**config.mk**
```make
export PLATFORM = sky130hd
export DESIGN_NAME = t5_hsch
export DESIGN_NICKNAME = d
export VERILOG_FILES = /design/src/rtl/t5_hsch.sv
export SDC_FILE = /design/constraint.sdc
export NUM_CORES = 1
export LEC_CHECK = 0
export CAP_MARGIN = 20
export CORE_ASPECT_RATIO = 0.5
export CORE_MARGIN = 4
export CORE_UTILIZATION = 48
export DETAILED_ROUTE_END_ITERATION = 10
export HOLD_SLACK_MARGIN = 0.12
export PLACE_DENSITY = 0.76
export RECOVER_POWER = 50
export SYNTH_ARGS = -nofsm -noshare
export SYNTH_HDL_FRONTEND = slang
export SYNTH_SLANG_ARGS = --single-unit
export TNS_END_PERCENT = 1
```
**constraint.sdc**
```tcl
create_clock -name sclk -period 2.3 [get_ports sclk]
set_input_delay 0.345 -clock sclk [delete_from_list [all_inputs] [get_ports sclk]]
set_output_delay 0.345 -clock sclk [all_outputs]
set_load 0.01 [all_outputs]
```
**src/rtl/t5_hsch.sv**
```systemverilog
// Hart scheduler: picks one RUN hart per advancing cycle in round-robin order,
// parks harts with outstanding memory accesses and spaces same-hart issues by GAP.
module t5_hsch #(
    parameter int unsigned NHART = 4,
    parameter int unsigned HW    = 2,
    parameter int unsigned GAP   = 4
) (
    input  logic             sclk,
    input  logic             srst,
    input  logic             sena,
    input  logic [NHART-1:0] hstart,
    input  logic [NHART-1:0] hstop,
    input  logic             xwait,
    input  logic [HW-1:0]    xwhart,
    input  logic             mack,
    input  logic [HW-1:0]    mhart,
    output logic [HW-1:0]    fhart,
    output logic             fvld,
    output logic [NHART-1:0] hrun,
    output logic [NHART-1:0] hbusy
);

    localparam int unsigned CW = 4;

    typedef enum logic [1:0] {
        S_HALT = 2'd0,
        S_RUN  = 2'd1,
        S_WAIT = 2'd2
    } hstate_t;

    hstate_t          state_q [NHART];
    hstate_t          state_d [NHART];
    logic [CW-1:0]    cnt_q   [NHART];
    logic [CW-1:0]    cnt_d   [NHART];
    logic [HW-1:0]    ptr_q;
    logic [NHART-1:0] elig;
    logic             sel_vld;
    logic [HW-1:0]    sel;
    logic [HW-1:0]    idx;

    // Per-hart run state transitions and issue eligibility
    always_comb begin
        for (int h = 0; h < NHART; h++) begin
            state_d[h] = state_q[h];
            if (hstop[h]) begin
                state_d[h] = S_HALT;
            end else if (xwait && (xwhart == HW'(h)) && (state_q[h] == S_RUN)) begin
                state_d[h] = S_WAIT;
            end else if (mack && (mhart == HW'(h)) && (state_q[h] == S_WAIT)) begin
                state_d[h] = S_RUN;
            end else if (hstart[h] && (state_q[h] == S_HALT)) begin
                state_d[h] = S_RUN;
            end
            elig[h] = (state_q[h] == S_RUN) && (cnt_q[h] == '0) && !hstop[h]
                      && !(xwait && (xwhart == HW'(h)));
        end
    end

    // Round-robin pick: scan farthest-first so the hart nearest ptr+1 wins
    always_comb begin
        sel_vld = 1'b0;
        sel     = ptr_q;
        idx     = ptr_q;
        for (int i = NHART; i >= 1; i--) begin
            idx = ptr_q + HW'(i);
            if (elig[idx]) begin
                sel_vld = 1'b1;
                sel     = idx;
            end
        end
    end

    always_comb begin
        for (int h = 0; h < NHART; h++) begin
            cnt_d[h] = (cnt_q[h] == '0) ? '0 : cnt_q[h] - CW'(1);
            if (sel_vld && (sel == HW'(h))) begin
                cnt_d[h] = CW'(GAP - 1);
            end
        end
    end

    always_ff @(posedge sclk) begin
        if (srst) begin
            for (int h = 0; h < NHART; h++) begin
                state_q[h] <= (h == 0) ? S_RUN : S_HALT;
                cnt_q[h]   <= '0;
            end
            ptr_q <= HW'(NHART - 1);
            fvld  <= 1'b0;
            fhart <= '0;
        end else begin
            for (int h = 0; h < NHART; h++) begin
                state_q[h] <= state_d[h];
            end
            if (sena) begin
                fvld <= sel_vld;
                if (sel_vld) begin
                    fhart <= sel;
                    ptr_q <= sel;
                end
                for (int h = 0; h < NHART; h++) begin
                    cnt_q[h] <= cnt_d[h];
                end
            end
        end
    end

    always_comb begin
        for (int h = 0; h < NHART; h++) begin
            hrun[h]  = (state_q[h] == S_RUN);
            hbusy[h] = (state_q[h] != S_HALT);
        end
    end

endmodule

```
==> metrics.md <==
| Metric | Value |
|---|---|
| Yosys Warn Count | `0` |
| Layout cells sized above 1 | `23.3%` |
| Slew @ Worst Pin | `864 ps` |
| CP startpoint | `hstop[1]` |
| Grt total ovfl | `0` |
| Vias | `1697` |
| Status | `finished clean` |
| Initial Util | `53.4%` |
| Nets | `261` |
| Leakage power | `0.901 nW` |
| Port Buffers | `27` |
| Pin count of the biggest net entering global routing | `17` |
| Drt drc | `0` |
| Synthesized instance count | `183` |
| FP Rows | `14` |
| Post-route insts no fill | `293` |
| Via/cell ratio | `5.79` |
| Placer Congestion | `0.868` |
| Post-synthesis register bit count | `29` |
| Die height | `50.1 um` |
| Netlist cell types | `46` |
| Antenna violation net count after detailed routing | `0` |
| Post-Route Skew | `3.35 ps` |
| Crit start category | `primary input` |
| All-layer global routing usage | `20.2%` |
| Worst Path Required | `2320 ps` |
| Post-synth EDFFs | `16` |
| Worst-case clock buffer depth | `2` |
| H-tree depth | `2` |
| Num CTS Buffers | `5` |
| Worst R2R Start | `cnt_q[1][3]` |
| Initial DRC count | `133` |
| CP Capture Type | `register` |
| Max-Cap Viols | `0` |
| Sequential area share after synthesis | `43.5%` |
| Final setup fails | `0` |
| Die Wd | `92.2 um` |
| CP max FO | `6` |
| Num Clock Sinks | `29` |
| Mapped Nets | `200` |
| Vias in the first global route | `1587` |
| Final WS setup | `43.4 ps` |
| Syn Std Cell Area | `0.00170 mm^2` |
| Worst VDD drop | `0.391 mV` |
| Final Cycle Share | `98.1%` |
| Setup crit end | `cnt_q[0][1]` |
| Clock latency at the later pin of the worst-skew pair | `280 ps` |
| Initial antenna violation count | `0` |
| Die area | `0.00462 mm^2` |
| Clk pin slew, worst setup/hold paths | `60 ps` |
| Number of hold violations in the final report | `0` |
| Flop2flop setup slack | `50 ps` |
| Wirelength per Cell | `15.2 um` |
| Crit-path max cell delay | `500 ps` |
| Hold crit path type | `reg -> reg` |
| Io pins | `28` |
| Average size of a mapped cell | `9.31 um^2` |
| Root buf cell | `clkbuf_8` |
| CTS tree | `done` |
| Hold_buf cts | `0` |
| Final worst path period need | `2260 ps` |
| Placed Instances | `285` |
| Pwr Density | `630 mW/mm^2` |
| Rel. slew slack | `42.4%` |
| FFs w/ async S/R, synth | `0%` |
| Max-slew violation count | `0` |
| Final HPWL DP | `3280 um` |
| Worst path cell trace | `clkdlybuf4s50_1 > or4b_1 > or4_4 > o21a_1 > o211ai_1 > a31oi_1` |
| Initial DRT Pass Iterations | `4` |
| Slowest-stage cell, CP | `or4_4` |
| Top_reg_cell synth | `edfxtp_1` |
| Routed WL | `4450 um` |
| Setup_tns | `0 ps` |
| Ant diodes | `0` |
| CP Class | `in -> reg` |
| Reg-to-Reg End | `cnt_q[0][1]` |
| Final Util | `74.8%` |
| Fin Hold WS | `488 ps` |
| Max Clk Rate | `443 MHz` |
| Core area | `0.00319 mm^2` |
| RSZ-0062 raised after global routing | `yes` |
| Area Growth Syn to Fin | `40.0%` |
| Post-place setup slack | `-359 ps` |
| Arrival @ worst endpoint | `2280 ps` |
| Global-route wire length before repair | `7400 um` |
| Worst Reg-to-Reg Cells | `5` |
where the power goes:
part	internal (mW)	switching, mW	total, mW
combinational	0.134	0.125	0.260
clock	0.430	0.205	0.635
sequential	0.580	0.0286	0.609
cell families after synthesis:
family / after synthesis / synth area share, %
buffers and inverters: 10 / 2.64
and+or+nand+nor: 77 / 25.9
AOI/OAI and AO/OA: 67 / 27.9
DFF: 29 / 43.5
layout make-up:
class                      instances  area (um^2)
multi-input combinational        144          940
fill                             251          803
sequential                        29          741
timing repair buffer              58          488
clock buffer                       5         68.8
clock inverter                     3         65.1
tap                               48         60.1
inverter                           6         22.5
cell usage after synthesis, types with 3 or more instances:
cell type,number,share of area [%]
edfxtp_1,16,28
inv_1,6,1.3
clkbuf_1,3,0.66
nand3_1,3,0.88
a31oi_1,3,1.1
nand2_1,12,2.6
nand2b_1,3,1.1
a2111oi_0,4,2.1
nor3_1,7,2.1
o31ai_1,3,1.3
nor3b_1,4,1.8
dfxtp_1,13,15
a211oi_1,11,4.8
nor2_1,13,2.9
o21ai_0,15,4.4
nor2b_1,4,1.5
a21oi_1,10,2.9
nor4_1,5,1.8
or2_2,11,4.0
or4_1,3,1.3
o21a_1,4,1.8
per-stage QoR:
| step | power [mW] | cell area [um^2] |
|---|---|---|
| final | 1.50 | 2380 |
| after global routing | 1.57 | 2380 |
| after CTS | 1.50 | 2380 |
| after detailed placement | 0.869 | 2240 |
| after global placement | 0.862 | 2240 |
| after floorplan | 0.736 | 1700 |
state kept, by name, summed over array words and instances, names as in the netlist:
name and count:
ptr_q 2, fhart 2, cnt_q 16, fvld 1
state_q 8
cells in the final DEF (no fill, tap or decap), types with 3 or more instances in the layout:
| master | n |
|---|---|
| clkbuf_8 | 5 |
| buf_4 | 27 |
| o21ai_0 | 15 |
| nor3b_1 | 4 |
| o21a_1 | 4 |
| nor4_1 | 5 |
| a31oi_1 | 3 |
| a21oi_1 | 10 |
| nor2b_1 | 4 |
| nand2_1 | 12 |
| inv_1 | 6 |
| nand3_1 | 3 |
| clkdlybuf4s50_1 | 26 |
| nand2b_1 | 3 |
| edfxtp_1 | 16 |
| or4_4 | 3 |
| a211oi_1 | 9 |
| dfxtp_1 | 13 |
| nor3_1 | 7 |
| o31ai_1 | 3 |
| or2_2 | 11 |
| clkbuf_1 | 4 |
| a2111oi_0 | 3 |
| nor2_1 | 13 |
critical path, delay by kind of cell:
family / cells / cell delay (ps)
buf+inv: 1 / 420
compound gates: 3 / 540
simple gates: 2 / 990
layer usage:
layer	track usage, %	share of wire, %
met1	27.0	48
met2	31.8	44
met3	6.53	7.6
met4	5.42	1.2
met5	0	0
worst min-delay path by stage:
stage,from,endpoint,slack (ps),depth (start not counted)
after CTS,fvld,fvld,490,1
after global placement,fhart[0],fhart[0],460,2
after detailed placement,fvld,fvld,470,1
after floorplan,hstop[0],state_q[0][1],420,1
after global routing,fvld,fvld,510,1
final,fvld,fvld,490,1
timing repair:
| action | in CTS | in global routing |
|---|---|---|
| resized for setup | 2 | 4 |
| setup buffers | 0 | 0 |
| pin swaps | 0 | 0 |
| hold endpoints to repair | 0 | 0 |
| setup endpoints to repair | 8 | 9 |
(Power assumes the default switching activity.)
